### config.mk
export PLATFORM = sky130hd
export DESIGN_NAME = score_collector
export DESIGN_NICKNAME = d
export VERILOG_FILES = /design/src/rtl/score_collector_pkg.sv /design/src/rtl/score_slot_reg.sv /design/src/rtl/score_collector.sv
export SDC_FILE = /design/constraint.sdc
export NUM_CORES = 1
export LEC_CHECK = 0
export CAP_MARGIN = 20
export CORE_MARGIN = 2
export CORE_UTILIZATION = 40
export DETAILED_ROUTE_END_ITERATION = 10
export GPL_TIMING_DRIVEN = 0
export PLACE_DENSITY = 0.72
export SKIP_CTS_REPAIR_TIMING = 1
export SLEW_MARGIN = 20
export SYNTH_ARGS = -nofsm -noshare
export SYNTH_HDL_FRONTEND = slang
export SYNTH_HIERARCHICAL = 1
export SYNTH_SLANG_ARGS = --single-unit
### constraint.sdc
create_clock -name clk -period 2.15 [get_ports clk]
set_clock_uncertainty 0.2 [all_clocks]
set_input_delay 0.645 -clock clk [delete_from_list [all_inputs] [get_ports clk]]
set_output_delay 0.645 -clock clk [all_outputs]
set_load 0.005 [all_outputs]
### src/rtl/score_collector_pkg.sv
// Shared constants for the class-score collector feeding the argmax comparator.
package score_collector_pkg;
    localparam int NUM_CLASSES         = 10;
    localparam int IDX_W               = 4;
    localparam int DATAIN_SIZE_DEFAULT = 25;

    localparam logic [1:0] ST_FILL    = 2'd0;
    localparam logic [1:0] ST_PRESENT = 2'd1;
    localparam logic [1:0] ST_HOLD    = 2'd2;
endpackage

### src/rtl/score_slot_reg.sv
// One class-score slot: load-enabled register with synchronous clear.
module score_slot_reg #(
    parameter int W = 25
) (
    input  logic         clk,
    input  logic         clr,
    input  logic         ld,
    input  logic [W-1:0] d,
    output logic [W-1:0] q
);
    always_ff @(posedge clk) begin
        if (clr)
            q <= '0;
        else if (ld)
            q <= d;
    end
endmodule

### src/rtl/score_collector.sv
// Collects ten serial class scores into parallel registered buses, pulses en
// once per complete frame, then holds the buses before re-arming.
module score_collector
    import score_collector_pkg::*;
#(
    parameter int DATAIN_SIZE = DATAIN_SIZE_DEFAULT,
    parameter int HOLD_CYCLES = 1
) (
    input  logic                   clk,
    input  logic                   rst,
    input  logic [DATAIN_SIZE-1:0] score_in,
    input  logic                   score_valid,
    input  logic                   score_last,
    output logic                   score_ready,
    output logic [DATAIN_SIZE-1:0] dataout0,
    output logic [DATAIN_SIZE-1:0] dataout1,
    output logic [DATAIN_SIZE-1:0] dataout2,
    output logic [DATAIN_SIZE-1:0] dataout3,
    output logic [DATAIN_SIZE-1:0] dataout4,
    output logic [DATAIN_SIZE-1:0] dataout5,
    output logic [DATAIN_SIZE-1:0] dataout6,
    output logic [DATAIN_SIZE-1:0] dataout7,
    output logic [DATAIN_SIZE-1:0] dataout8,
    output logic [DATAIN_SIZE-1:0] dataout9,
    output logic                   en,
    output logic                   frame_err
);
    localparam int CNT_W = (HOLD_CYCLES > 1) ? $clog2(HOLD_CYCLES) : 1;

    logic [1:0]                                state;
    logic [IDX_W-1:0]                          idx;
    logic [CNT_W-1:0]                          hold_cnt;
    logic [NUM_CLASSES-1:0]                    slot_ld;
    logic [NUM_CLASSES-1:0][DATAIN_SIZE-1:0]   slot_q;
    logic                                      accept;
    logic                                      at_last_slot;

    // Ready is forced low while rst is asserted so nothing is accepted in the reset cycle.
    assign score_ready  = (state == ST_FILL) && !rst;
    assign accept       = score_valid && score_ready;
    assign at_last_slot = (idx == IDX_W'(NUM_CLASSES - 1));

    always_comb begin
        slot_ld = '0;
        for (int i = 0; i < NUM_CLASSES; i++)
            slot_ld[i] = accept && (idx == IDX_W'(i));
    end

    for (genvar g = 0; g < NUM_CLASSES; g++) begin : g_slot
        score_slot_reg #(.W(DATAIN_SIZE)) u_slot (
            .clk (clk),
            .clr (rst),
            .ld  (slot_ld[g]),
            .d   (score_in),
            .q   (slot_q[g])
        );
    end

    assign dataout0 = slot_q[0];
    assign dataout1 = slot_q[1];
    assign dataout2 = slot_q[2];
    assign dataout3 = slot_q[3];
    assign dataout4 = slot_q[4];
    assign dataout5 = slot_q[5];
    assign dataout6 = slot_q[6];
    assign dataout7 = slot_q[7];
    assign dataout8 = slot_q[8];
    assign dataout9 = slot_q[9];

    // en is registered on the completing accept, so it is high exactly in PRESENT.
    always_ff @(posedge clk) begin
        if (rst) begin
            state     <= ST_FILL;
            idx       <= '0;
            hold_cnt  <= '0;
            en        <= 1'b0;
            frame_err <= 1'b0;
        end else begin
            en        <= 1'b0;
            frame_err <= 1'b0;
            case (state)
                ST_FILL: begin
                    if (accept) begin
                        if (at_last_slot && score_last) begin
                            state <= ST_PRESENT;
                            idx   <= '0;
                            en    <= 1'b1;
                        end else if (at_last_slot || score_last) begin
                            idx       <= '0;
                            frame_err <= 1'b1;
                        end else begin
                            idx <= idx + 1'b1;
                        end
                    end
                end
                ST_PRESENT: begin
                    state    <= ST_HOLD;
                    hold_cnt <= CNT_W'(HOLD_CYCLES - 1);
                end
                ST_HOLD: begin
                    if (hold_cnt == '0) begin
                        state <= ST_FILL;
                        idx   <= '0;
                    end else begin
                        hold_cnt <= hold_cnt - 1'b1;
                    end
                end
                default: begin
                    state <= ST_FILL;
                    idx   <= '0;
                end
            endcase
        end
    end
endmodule

==> results of run 1 <==
[cells by family (layout without fill, tap and decap cells)]
logic type / count (synthesis) / in the layout / synth area share, %
adders and majority gates: 4 / 4 / 0.521
AOI/OAI and AO/OA: 7 / 7 / 0.533
DFF: 258 / 258 / 53.7
and+or+nand+nor: 284 / 284 / 12.1
buffers and inverters: 65 / 423 / 7.04
muxes: 250 / 250 / 26.0
xor gates and xnor gates: 1 / 1 / 0.0911
[metal layers]
layer  up-vias  global-route usage [%]  part of all wire [%]
met1      3501                    26.4                    43
met4         0                    7.89                   3.8
li1       3575                       -                     -
met2       201                    35.3                    49
met3        71                    3.39                   4.7
met5         -                       0                     0
[final timing paths]
kind	to	slack, ps	start	cells past startpoint
max reg2reg	g_slot[3].u_slot/q[4]	-110	state[1]	6
min reg2reg	g_slot[5].u_slot/q[18]	280	g_slot[5].u_slot/q[18]	2
min	state[1]	130	rst	2
max	g_slot[3].u_slot/q[4]	-110	state[1]	6
[cells in the final DEF (no fill, tap or decap), types with 17 or more instances in the layout]
cell and n:
sky130_fd_sc_hd__buf_12 24, sky130_fd_sc_hd__buf_2 21, sky130_fd_sc_hd__buf_4 17, sky130_fd_sc_hd__clkbuf_16 38, sky130_fd_sc_hd__clkdlybuf4s50_1 26, sky130_fd_sc_hd__dfxtp_1 221, sky130_fd_sc_hd__dfxtp_2 37, sky130_fd_sc_hd__dlymetal6s2s_1 253
sky130_fd_sc_hd__mux2i_1 246, sky130_fd_sc_hd__nor2_1 252
[state kept, by name (all words and copies together) (netlist names)]
signal           flops
en                   1
g_slot.u_slot/q    250
idx                  4
frame_err            1
state                2
[through the flow]
| stage | power [mW] | utilization, % | instance area [µm²] |
|---|---|---|---|
| floorplan | 5.14 | - | 9620 |
| global placement | 5.42 | 54.4 | 12800 |
| detailed placement | 5.43 | 54.4 | 12800 |
| CTS | 10.1 | 58.2 | 13700 |
| global route | 10.4 | 63.4 | 14900 |
| finish | 10.1 | 63.4 | 14900 |
[worst max-delay path, delay by kind of cell, from the launching register on]
family                 cells  cell delay (ps)
DFF                        1              340
muxes                      1              200
and+or+nand+nor            4             1210
buffers and inverters      1              190
[layout make-up]
cell class / instances / area [µm²]
fillers: 1917 / 8610
clock buffers: 35 / 756
repair buffers: 313 / 3890
well taps: 319 / 399
multi-input cells: 546 / 3830
plain buffers: 61 / 694
clock inverters: 11 / 136
inverters: 3 / 11.3
flip-flops and latches: 258 / 5210
[report_power, final]
part	total (mW)	internal (mW)	switching (mW)	leakage, nW
registers	4.84	4.82	0.0197	2.10
clock network	4.73	2.82	1.91	0.442
logic	0.507	0.214	0.294	7.14
total	10.1	7.85	2.22	9.68
==> impl.org, run 1 <==
** Synth
- Synthesized flop and latch total :: 258
- Netlist cell types :: 37
- Yosys mapped a number of flops with a built-in enable equal to 0.
- A synthesized cell averages 11.1 µm².
- For this run, the number of Yosys warnings is 6.
- Most area-hungry cell type in the Yosys netlist :: sky130_fd_sc_hd__dfxtp_1
- Syn_nets :: 902
- The most common cell in the synthesized netlist is sky130_fd_sc_hd__dfxtp_1.
- By area the synthesized netlist is led by sky130_fd_sc_hd__dfxtp_1 54%, sky130_fd_sc_hd__mux2i_1 26%, sky130_fd_sc_hd__nor2_1 9.9%.
- Post-synthesis instance area :: 9620 µm²
- Most frequent cells after synthesis :: 258 x sky130_fd_sc_hd__dfxtp_1, 253 x sky130_fd_sc_hd__nor2_1, 250 x sky130_fd_sc_hd__mux2i_1, 20 x sky130_fd_sc_hd__buf_12, 20 x sky130_fd_sc_hd__buf_2
- In the synthesized netlist the async set-or-reset flop fraction comes to 0%.
- The share of the Yosys chip area taken by registers is 53.7%.
- Syn Inst Count :: 869
- Leading register cell type out of synthesis :: sky130_fd_sc_hd__dfxtp_1
- In this run the biggest area consumer among cell types represents 53.7% of the synthesized area.

** Floorplanning
- Starting utilization of the core area :: 40.8%
- # rows :: 56
- DIE AREA :: 25,300 µm²
- During I/O placement, the number of pins put on the boundary was 282.
- In this run the standard cell core region covers 23,500 µm².
- The floorplan step set the die height to 159 µm.
- Floorplan die width :: 159 µm

** Route
- Vias per cell :: 4.75
- The first detailed-routing pass ran for 4 iterations.
- Wire length reported by the detailed router :: 29,200 µm
- Final ANT Viol Nets :: 0
- Vias after detailed routing :: 7,348
- Number of DRC markers in iteration 0 :: 253
- Routed wire per std cell :: 18.9 µm
- After detailed routing, the number of remaining DRC violations is 0.

** Hold path
- Classification of the worst-slack hold path :: input port to register

** Clock tree
- Root Buffer Master :: sky130_fd_sc_hd__clkbuf_16
- The number of clock buffers added by TritonCTS is 27.
- TritonCTS built the clock tree.
- The tree built by TritonCTS fans out to 258 sinks.
- For the worst-skew pair, the clock arrives at the later sink with an insertion delay of 530 ps.
- CTS built an H-tree with a depth of 1.
- Clock Path Buffers :: 3
- Reg clk slew, reported paths :: 60 ps

** Setup path
- STA puts the critical path data arrival time at 2480 ps.
- Biggest cell delay along the critical path :: 570 ps
- Of all nets on the critical path, the largest fanout is 8.
- Worst-path cell with the longest stage delay :: sky130_fd_sc_hd__or4b_4
- Startpoint type of the worst setup path :: register
- Traced cell by cell, the critical path runs through or4b_4 -> nor3_4 -> and2_4 -> clkbuf_16 -> mux2i_1 -> nor2_1.
- Data on the critical path is required at its endpoint by 2370 ps.
- Element type at the critical path end :: register
- The critical path is of the register to register type.

** Timing
- Part of the cycle the worst path needs :: 105%
- Minimum period implied by the final worst setup slack :: 2260 ps
- Final count of pins violating max slew :: 0
- The final-report hold violation count came to 0.
- Maximum frequency from static timing analysis :: 443 MHz
- Worst Hold Slack :: 125 ps
- Setup Viol. Count Final :: 68
- The worst pin sits at a relative slew slack of 50.5%.
- For the pin with the worst max-slew slack, the measured transition is 739 ps.
- Setup repair after global routing could not meet its margin everywhere.
- Setup Total Neg Slack :: -2900 ps
- Worst setup margin :: -108 ps

** Global route
- The first global-routing pass estimated 41,700 µm of wire.
- Summed over all layers, the global routing overflow is 0.
- Antenna violations before repair :: 0
- Pin count of the biggest net entering global routing :: 15
- The via count of the first global-routing pass is 7,003.
- Total Routing Usage GR :: 20.7%

** Power
- In this run the power density over the cells is 675 nW/µm².
- VDD IR max :: 0.428 mV
- Static power due to leakage :: 9.68 nW

** Job
- Across the run, the number of max-cap violations was 0.

** Final layout
- After the flow finishes, the layout carries non-filler instances totaling 1,546.
- Total inserted antenna cells :: 0
- Compared with the post-synthesis result, the final layout area differs by 55.3%.
- Share of cells above drive strength 1 :: 14.8%
- Post-layout nets :: 1,243

** Place
- Detailed placement finished with a half-perimeter wire length of 19,500 µm.
- During placement, the flow inserted port buffers numbering 280.
- Setup slack after placement :: -852 ps
- Final Wtd Congestion :: 0.802
- Number of cells in the design after placement :: 1,468

** Run status
- The flow ran to the end, but the final reports show violations.
- The final reports fail on negative setup slack.
Note: power is estimated with default switching activity, not from simulation.
==> run 2: changes to the inputs <==
CORE_MARGIN = 4   (was 2)
CORE_UTILIZATION = 43   (was 40)
PLACE_DENSITY = 0.77   (was 0.72)
==> run 2 against run 1 <==
Effect of this change: the run still ends with negative setup slack left; sequential cell count unchanged; clock power down 4%; design area down 1.2%; sequential share of layout area up 0.33 points; critical path depth up 1; sequential power about the same; critical path type unchanged.
==> impl.org, run 2 (synthesized netlist as in run 1, its figures left out) <==
** Final layout
- The total of fill cells in the finished design came to 1,638 (-15%).
- Biggest register :: g_slot.u_slot/q
- In the final layout, the registers with the most flip-flops are g_slot.u_slot/q x250, idx x4, state x2.
- Relative to the synthesized area, the layout overhead comes to 53.5%.
- The fraction of layout instances using a drive strength above 1 came to 13.1% (-1.8 points).
- The filler-free cell count of the finished design is 1,506 (-2.6%).
- In the layout the commonest cells are 253 x sky130_fd_sc_hd__dlymetal6s2s_1, 252 x sky130_fd_sc_hd__nor2_1, 246 x sky130_fd_sc_hd__mux2i_1.
- Utilization after layout :: 67.4% (+4.0 points)
- The number of nets in the final layout is 1,238 (-0.40%).
- Total inserted antenna cells :: 0 (unchanged)
- The number of flip-flops under the largest register name is 250 (unchanged).
- The library cell used most frequently in the layout, excluding fill and tap cells, is sky130_fd_sc_hd__dlymetal6s2s_1.

** Power
- The leakage power is 9.62 nW (-0.68%).
- The power density over cell area came to 670 nW/µm² (-0.63%).
- The maximum resistive drop on vdd is 0.645 mV (+51%).

** Setup path
- Arrival time of the worst setup path :: 2450 ps (-30 ps)
- In this design, the critical path's most frequently occurring cell is sky130_fd_sc_hd__buf_12.
- The critical path in this run is classified as register to register.
- For this design, the slowest cell found on the critical path is sky130_fd_sc_hd__or4b_4.
- Critical path's top delay family :: simple AND/OR/NAND/NOR gates
- The stage delay of the slowest cell on the critical path came to 540 ps (-30 ps).
- Element type at the critical path end :: register
- Worst path buffer plus inverter count :: 2 (+1)
- Worst Path Required :: 2370 ps (about the same)
- The worst register-to-register path begins at state[0].
- The number of cells on the worst reg-to-reg path came to 7 (+1).
- The endpoint identified for the worst register-to-register timing path is g_slot[2].u_slot/q[13].
- Max FO, Critical Path :: 6 (-2)
- The slack of the worst reg-to-reg path came to -80 ps (+30 ps).
- Startpoint type of the worst setup path :: register
- Traced cell by cell, the critical path runs through or4b_4 -> nor3_4 -> and2_4 -> buf_12 -> buf_12 -> mux2i_4 -> nor2_1.

** Clock tree
- TritonCTS clock tree :: done
- Clock sink count :: 258 (unchanged)
- Reg clk slew, reported paths :: 60 ps (about the same)
- Number of clock buffers inserted by TritonCTS :: 27 (unchanged)
- The tree is rooted in a sky130_fd_sc_hd__clkbuf_16.
- The deepest clock path buffer count came to 3 (unchanged).
- Source-to-sink clock delay at the later pin of the worst-skew pair :: 540 ps (about the same)
- The number of H-tree levels came to 1 (unchanged).

** Route
- The DRC marker count from the first detailed-route iteration was 302 (+19%).
- The count of nets left with antenna violations after detail routing came to 0 (unchanged).
- Wire length reported by the detailed router :: 29,600 µm (+1.2%)
- Vias after detailed routing :: 7,374 (+0.35%)
- The routed wire length per instance was 19.6 µm (+3.9%).
- Number of optimization iterations in the first detailed-route pass :: 4 (unchanged)
- Residual DRC :: 0 (unchanged)
- The detail-routed via count per cell was 4.90 (+3.0%).

** Timing
- Part of the cycle the worst path needs :: 104% (-1.2 points)
- The number of pins with negative max-slew slack in the final report was 0 (unchanged).
- Setup Total Neg Slack :: -902 ps (+2000 ps)
- Minimum period implied by the final worst setup slack :: 2230 ps (-25.2 ps)
- Maximum frequency from static timing analysis :: 448 MHz (+1.1%)
- The worst-case headroom to the max-slew limit was 50.7% (+0.19 points).
- Setup repair after global routing could not meet its margin everywhere.
- The setup-violating endpoint count in the final report came to 39 (-43%).
- The final-report hold violation count was 0 (unchanged).
- The transition time of the tightest slew-check pin came to 737 ps (-2.80 ps).
- Worst setup margin :: -83.1 ps (+25.2 ps)

** Floorplanning
- Area of the core :: 21,900 µm² (-7.0%)
- The die boundary width is 158 µm (-0.95%).
- DIE HEIGHT :: 158 µm (-0.95%)
- The die footprint came to 24,800 µm² (-1.9%).
- The floorplan row count was 54 (-3.6%).
- Boundary pin count :: 282 (unchanged)
- Starting utilization of the core area :: 43.9% (+3.1 points)

** Global route
- Via count of the first global-routing pass :: 6,996 (-0.10%)
- Total Routing Usage GR :: 21.5% (+0.82 points)
- The largest net degree at the start of global routing came to 14 (-1).
- Global-route wire length before repair :: 41,600 µm (-0.20%)
- Residual overflow from global routing :: 0 (unchanged)
- Antenna violations before repair :: 0 (unchanged)

** Place
- The number of I/O port buffers is 280 (unchanged).
- The number of placed cells counting well taps was 1,429 (-2.7%).
- The weighted congestion at the end of routability-driven global placement was 0.834 (+3.9%).
- Final HPWL from detailed placement :: 20,000 µm (+3.0%)

** Hold path
- In this run the worst hold path is classified as input port to register.
- Depth of the worst hold-timing path :: 2 (unchanged)
- Sink of the worst hold path :: state[1]
- The worst hold path begins at rst.

** Run status
- Violated checks :: negative setup slack
- Run status :: finished with violations

** Job
- The reported max-cap violation count was 0 (unchanged).
-- run 2: cell count changes in the layout (fill, tap and decap cells not counted), sizes merged --
| cell | change |
|---|---|
| clkbuf | +2 |
| clkinv | -2 |
| buf | -1 |
| bufinv | -2 |
| inv | +2 |
-- run 2: where the power goes --
part           switching (mW)  internal [mW]  total (mW)
Sequential             0.0216           4.82        4.84
Combinational           0.292          0.210       0.503
Clock                    1.90           2.65        4.55
Total                    2.21           7.68        9.90
-- run 2: worst max path at each step --
stage	startpoint	to	slack (ps)	depth (start not counted)
4_1_cts	state[1]	score_ready	-520	3
6_report	state[0]	g_slot[2].u_slot/q[13]	-80	7
2_1_floorplan	rst	g_slot[0].u_slot/q[10]	-190	8
5_1_grt	state[0]	g_slot[2].u_slot/q[13]	-110	7
3_5_place_dp	score_valid	g_slot[4].u_slot/q[18]	-840	8
3_3_place_gp	score_valid	g_slot[4].u_slot/q[20]	-770	8
-- run 2: per-layer routing --
metal,wire length [µm],global-route usage [%],vias up,share of wire (%)
li1,-,-,3577,-
met1,12300,27.6,3529,42
met2,14700,37.0,213,50
met3,1610,3.38,55,5.4
met4,934,7.37,0,3.2
met5,0,0,-,0
-- run 2: area by class of cell --
cell class	count	area, µm²	share of cell area [%]
buffer	62	704	4.77
sequential	258	5200	35.2
timing repair buffer	307	3790	25.7
multi-input combinational	546	3830	25.9
tap	280	350	2.37
clock buffer	41	788	5.34
clock inverter	9	83.8	0.568
inverter	3	11.3	0.0763
-- run 2: metrics by stage --
step                      power (mW)  setup WS, ps  hold slack [ps]  instance area (µm²)
after floorplan                 5.14          -194              285                 9620
after global placement          5.42          -774              271                12800
after detailed placement        5.43          -841              277                12800
after CTS                       9.96          -519             88.0                13600
after global routing            10.2          -113              113                14800
final                           9.90         -83.1              119                14800
==> run 3: changes to the inputs <==
SETUP_SLACK_MARGIN = 0.15   (was default)
==> run 3 against run 2 <==
Effect of this change: the flow still finishes with violations (negative setup slack); design area up 2.4%; register-to-register slack gained 30 ps; cell count increased by 1.1%; sequential power is essentially flat; critical endpoint is now g_slot[2].u_slot/q[16]; largest cell class unchanged.
==> impl.org, run 3 (synthesized netlist as in run 1, its figures left out) <==
** Run status
- Run status :: finished with violations
- The checks that failed: negative setup slack.

** Global route
- Pin count of the biggest net entering global routing :: 14 (unchanged)
- The wire length of the first global-routing pass came to 41,600 µm (about the same).
- Antenna violations before repair :: 0 (unchanged)
- The total global routing track utilization came to 21.4% (-0.16 points).
- The via count of the first global-routing pass is 7,024 (+0.40%).
- Residual overflow from global routing :: 0 (unchanged)

** Clock tree
- Reg clk slew, reported paths :: 60 ps (about the same)
- Root Buffer Master :: sky130_fd_sc_hd__clkbuf_16
- Source-to-sink clock delay at the later pin of the worst-skew pair :: 510 ps (-30 ps)
- TritonCTS clock tree :: done
- The deepest clock path buffer count was 3 (unchanged).
- The count of clock tree sinks is 258 (unchanged).
- The number of H-tree levels came to 1 (unchanged).
- The clock buffer count from CTS is 27 (unchanged).

** Timing
- Worst setup margin :: -51.1 ps (+32.0 ps)
- The worst-case headroom to the max-slew limit is 53.6% (+2.9 points).
- The final-report hold violation count came to 0 (unchanged).
- Worst Hold Slack :: 153 ps (+34.1 ps)
- The final sum of negative setup slack was -422 ps (+480 ps).
- The transition time of the tightest slew-check pin is 694 ps (-42.6 ps).
- Minimum period implied by the final worst setup slack :: 2200 ps (-32.0 ps)
- The setup-violating endpoint count in the final report was 24 (-38%).
- Setup repair after global routing missed its margin :: yes
- Maximum frequency from static timing analysis :: 454 MHz (+1.5%)
- The number of pins with negative max-slew slack in the final report came to 0 (unchanged).
- Part of the cycle the worst path needs :: 102% (-1.5 points)

** Setup path
- The largest individual stage delay along the critical path comes from the cell sky130_fd_sc_hd__or4b_4.
- The depth of the critical timing path with buffers and inverters included is 7 (unchanged).
- The slack of the worst reg-to-reg path was -50 ps (+30 ps).
- The required time at the worst-slack endpoint came to 2360 ps (about the same).
- The data arrival time at the worst-slack endpoint is 2410 ps (-40 ps).
- The worst path buffer plus inverter count came to 2 (unchanged).
- Reg2reg start :: state[0]
- By startpoint and endpoint, the worst setup path is classified as register to register.
- Number of cells traversed by the worst register-to-register path :: 7 (unchanged)
- Critical path's top delay family :: simple AND/OR/NAND/NOR gates
- Startpoint type of the worst setup path :: register
- Traced cell by cell, the critical path runs through or4b_4 -> nor3_4 -> and2_4 -> buf_12 -> clkbuf_16 -> mux2i_1 -> nor2_1.
- The endpoint identified for the worst register-to-register timing path is g_slot[2].u_slot/q[16].
- Biggest cell delay along the critical path :: 540 ps (about the same)
- Element type at the critical path end :: register
- Following the worst setup path forward leads to its endpoint at g_slot[2].u_slot/q[16].
- Launching instance or port of the critical path :: state[0]
- Max FO, Critical Path :: 7 (+1)

** Place
- Number of cells in the design after placement :: 1,429 (unchanged)
- The number of I/O port buffers is 280 (unchanged).
- The detailed-placement wirelength estimate is 19,800 µm (-1.1%).
- Final Wtd Congestion :: 0.814 (-2.4%)

** Route
- Number of optimization iterations in the first detailed-route pass :: 5 (+1)
- The count of nets left with antenna violations after detail routing is 0 (unchanged).
- The routed wire length per instance was 19.5 µm (-0.42%).
- The detail-routed via count per cell is 4.91 (+0.21%).
- The DRC violations left was 0 (unchanged).
- The DRC marker count from the first detailed-route iteration was 342 (+13%).
- Vias after detailed routing :: 7,473 (+1.3%)
- The routed wire length is 29,800 µm (+0.71%).

** Final layout
- The total inserted antenna cells came to 0 (unchanged).
- Post-layout nets :: 1,257 (+1.5%)
- Utilization after layout :: 69.1% (+1.6 points)
- Leaving out fill and tap cells, the most frequent cell in the layout is sky130_fd_sc_hd__dlymetal6s2s_1.
- Share of cells above drive strength 1 :: 15.0% (+1.9 points)
- The register with the most flip-flops in the final layout is g_slot.u_slot/q.
- The largest registers in the layout are g_slot.u_slot/q x250, idx x4, state x2.
- The filler-free cell count of the finished design is 1,523 (+1.1%).
- Max reg flops :: 250 (unchanged)
- The library cells used most frequently in the layout, excluding fill and tap cells, are 254 x sky130_fd_sc_hd__dlymetal6s2s_1, 251 x sky130_fd_sc_hd__nor2_1, 243 x sky130_fd_sc_hd__mux2i_1.
- Area overhead of the layout relative to synthesis :: 57.2%

** Power
- The maximum resistive drop on vdd was 0.450 mV (-30%).
- Static power due to leakage :: 9.78 nW (+1.7%)
- The power density over cell area is 657 nW/µm² (-2.1%).

** Floorplanning
- The boundary pin count is 282 (unchanged).
- DIE AREA :: 24,800 µm² (unchanged)
- Floorplan die width :: 158 µm (unchanged)
- # rows :: 54 (unchanged)
- DIE HEIGHT :: 158 µm (unchanged)
- The initial cell density of the core came to 43.9% (unchanged).
- Area of the core :: 21,900 µm² (unchanged)

** Job
- Max-capacitance violation count :: 0 (unchanged)

** Hold path
- The min-delay analysis places its worst path in the category input port to register.
run 3: cell types whose count changed in the layout (fill, tap and decap cells not counted), moves of 3 or more:
cell	previous run	this run
sky130_fd_sc_hd__clkbuf_16	34	40
sky130_fd_sc_hd__clkinv_2	4	7
sky130_fd_sc_hd__buf_12	26	30
sky130_fd_sc_hd__mux2i_2	3	7
sky130_fd_sc_hd__buf_6	10	16
sky130_fd_sc_hd__mux2i_1	246	243
run 3: final cells by class:
class	instances	area (µm²)
fill	1611	6780
multi-input combinational	546	3860
clock inverter	11	111
timing repair buffer	326	4100
clock buffer	37	753
buffer	62	728
sequential	258	5190
inverter	3	11.3
tap	280	350
run 3: worst min-delay path by stage:
| stage | start | endpoint | depth (start not counted) |
|---|---|---|---|
| 2_1_floorplan | g_slot[0].u_slot/q[0] | g_slot[0].u_slot/q[0] | 2 |
| 3_3_place_gp | g_slot[0].u_slot/q[0] | g_slot[0].u_slot/q[0] | 2 |
| 3_5_place_dp | g_slot[9].u_slot/q[13] | g_slot[9].u_slot/q[13] | 2 |
| 4_1_cts | rst | idx[1] | 2 |
| 5_1_grt | rst | idx[1] | 2 |
| 6_report | rst | idx[1] | 2 |
run 3: power breakdown:
group | total, mW | internal (mW) | leakage (nW) | switching (mW)
combinational | 0.510 | 0.216 | 7.26 | 0.295
clock | 4.58 | 2.68 | 0.428 | 1.90
sequential | 4.84 | 4.82 | 2.09 | 0.0193
run 3: through the flow:
| step | power (mW) | instance area, µm² | worst slack [ps] |
|---|---|---|---|
| 6_report | 9.93 | 15100 | -51.1 |
| 5_1_grt | 10.3 | 15100 | -133 |
| 4_1_cts | 9.98 | 13600 | -575 |
| 2_1_floorplan | 5.14 | 9620 | -194 |
| 3_3_place_gp | 5.42 | 12800 | -777 |
| 3_5_place_dp | 5.42 | 12800 | -809 |
run 3: layer usage:
| metal | up-vias | wire length (µm) | global-route usage, % |
|---|---|---|---|
| li1 | 3604 | - | - |
| met1 | 3608 | 12600 | 27.8 |
| met2 | 204 | 14800 | 36.2 |
| met3 | 57 | 1360 | 3.63 |
| met4 | 0 | 1010 | 6.92 |
| met5 | - | 0 | 0 |
==> variant (config.mk and constraints of run 3) <==
`DATAIN_SIZE_DEFAULT`: 25 -> 50.
--- a/src/rtl/score_collector_pkg.sv
+++ b/src/rtl/score_collector_pkg.sv
@@ -4,3 +4,3 @@
     localparam int IDX_W               = 4;
-    localparam int DATAIN_SIZE_DEFAULT = 25;
+    localparam int DATAIN_SIZE_DEFAULT = 50;
 
Ports: changed (11 resized); port bits go from 282 to 557. No check against the original RTL was run, so the function may have changed too.
==> variant against run 3 <==
  * The run still ends with negative setup slack left
  * Critical path depth is the same
  * Area after synthesis grew 93%
  * Worst setup slack worse by 0.14 ns
  * Sequential cell count is 250 higher
  * Power rose by 98%
  * First-iteration DRC count rose to 2.6 times the old value
  * Wire length up 140%
  * Via count up 100%
  * Design area is 90% higher
==> variant: results (changes against run 3) <==
** Synthesis
- The synthesized net count is 1737 (+93%).
- The number of unique standard cell types used by synthesis came to 36 (-2.7%).
- Sequential area share after synthesis :: 0.549 (+0.0122)
- Top post-synthesis cells by area :: dfxtp_1, mux2i_1, nor2_1
- Sorting the synthesized cells by how often they occur yields dfxtp_1, nor2_1, mux2i_1.

** Finish
- Layout Nets :: 2406 (+91%)
- Share of final-layout standard cells stronger than drive strength 1 :: 0.126 (-0.0235)
- Fillers :: 3055 (+90%)
- The largest registers in the layout are g_slot.u_slot/q (500), idx (4), state (2).

** Worst setup path
- The maximum fanout count along the critical path is 6 (-1).
- Worst flop-to-flop path endpoint :: g_slot[2].u_slot/q[37]
- Signal arrival time at the worst endpoint :: 2.61 ns (+0.20 ns)
- FF-to-FF Start :: state[1]
- The delay contributed by the slowest stage of the critical path came to 0.57 ns (+0.03 ns).

** Routing
- WL met3 :: 5.07 mm (+270%)
- The number of design-rule violations left by the first detailed-router iteration came to 902 (+160%).
- The number of vias per cell after detailed routing is 5.14 (+4.7%).
- The met2 wirelength from detailed routing came to 34.4 mm (+130%).
- The routed metal-1 wire length was 28.0 mm (+120%).
- The detail-routed net length per standard cell came to 24.2 um (+24%).

** Placed design
- Port Buf Inserts :: 555 (+98%)
- Final weighted congestion in routability-driven placement :: 0.877 (+7.8%)
- The detailed placement HPWL came to 45.5 mm (+130%).
- DP Worst Slack :: -0.915 ns (-0.105 ns)

** Min path
- For hold timing, the worst endpoint is state[1].
- The worst hold path cell count was 2 (unchanged).

** CTS
- The clock latency at the later pin of the worst-skew pair came to 0.58 ns (+0.07 ns).
- Depth of the CTS H-tree :: 2 (+1)
- Clock buffers created by TritonCTS :: 53 (+96%)

** Timing
- Slew headroom :: 0.494 (-0.0418)
- Final critical-path setup slack :: -0.195 ns (-0.144 ns)
- The number of failing setup endpoints in the final timing report was 619 (+2500%).

** Global routing
- First-pass GRT wire length :: 93.9 mm (+130%)
- Overall fraction of global-route tracks in use :: 0.265 (+0.0511)
- Number of global-route vias before repair :: 14600 (+110%)

** Power and ir drop
- Peak ir drop on the vdd network :: 0.600 mV (+33%)
- The leakage power of the design is 12.9 nW (+32%).
- Switching share of power :: 0.229 (+0.00612)

** Status
- Outcome :: finished with violations
- The checks that failed: negative setup slack.

** Floorplanning
- The overall die width came to 215 um (+37%).
variant: cell count changes in the layout (fill, tap and decap cells not counted), sizes merged, moves of 27 or more:
cell,before,now
dfxtp,258,508
nor2,253,503
clkdlybuf4s50,26,369
clkbuf,50,206
dlymetal6s2s,254,168
buf,95,68
mux2i,250,500
variant: per-stage QoR:
| step | TNS, ns | hold WS (ns) | total power [mW] | cells | instance area (um^2) |
|---|---|---|---|---|---|
| 2_1_floorplan | -65.76 | 0.285 | 10.1 | 1679 | 18500 |
| 3_3_place_gp | -379.61 | 0.272 | 10.7 | 2773 | 24700 |
| 3_5_place_dp | -403.96 | 0.278 | 10.7 | 2773 | 24700 |
| 4_1_cts | -195.61 | 0.0293 | 19.7 | 2866 | 26400 |
| 5_1_grt | -102.21 | 0.0633 | 20.2 | 2925 | 28700 |
| 6_report | -64.49 | 0.0834 | 19.6 | 2926 | 28700 |
variant: power by group through the flow:
stage               combinational [mW]  sequential (mW)  clock [mW]
global placement                 0.958             9.73           0
floorplan                        0.353             9.73           0
detailed placement               0.969             9.73           0
finish                            1.07             9.52        9.04
CTS                              0.974             9.53        9.16
global route                      1.12             9.52        9.55
variant: area by class of cell:
| type | count | area share |
|---|---|---|
| flip-flops and latches | 508 | 0.355 |
| multi-input cells | 1046 | 0.259 |
| repair buffers | 614 | 0.253 |
| clock buffers | 75 | 0.0525 |
| plain buffers | 122 | 0.0501 |
| well taps | 539 | 0.0235 |
| clock inverters | 18 | 0.00622 |
| inverters | 3 | 0.000392 |
| diodes | 1 | 0.0000871 |
variant: logic make-up after synthesis:
kind of cell / synth area share
compound gates: 0.00277
flops: 0.549
mux: 0.270
xor+xnor: 0.000473
simple gates: 0.113
buf+inv: 0.0609
fa+ha+maj: 0.00270
variant: worst register-to-register path, stage by stage (launching register included):
cell and delay (ns):
dfxtp_4 0.35, or4b_4 0.57, nor3_4 0.24, and2_4 0.21
buf_12 0.17, clkbuf_16 0.19, mux2i_1 0.22, nor2_1 0.07
variant: how the worst max path moves through the flow:
stage / slack, ns / startpoint / cells past startpoint / to
after CTS: -0.64 / state[1] / 3 / score_ready
after floorplan: -0.21 / rst / 8 / g_slot[0].u_slot/q[0]
after global routing: -0.27 / state[1] / 7 / g_slot[2].u_slot/q[37]
final: -0.20 / state[1] / 7 / g_slot[2].u_slot/q[37]
after global placement: -0.83 / score_valid / 8 / g_slot[2].u_slot/q[8]
after detailed placement: -0.91 / score_valid / 8 / g_slot[2].u_slot/q[8]
variant: metal layers:
metal | global-route usage | vias up
li1 | - | 6917
met1 | 0.315 | 7364
met2 | 0.446 | 583
met3 | 0.0723 | 164
met4 | 0.123 | 0
met5 | 0 | -
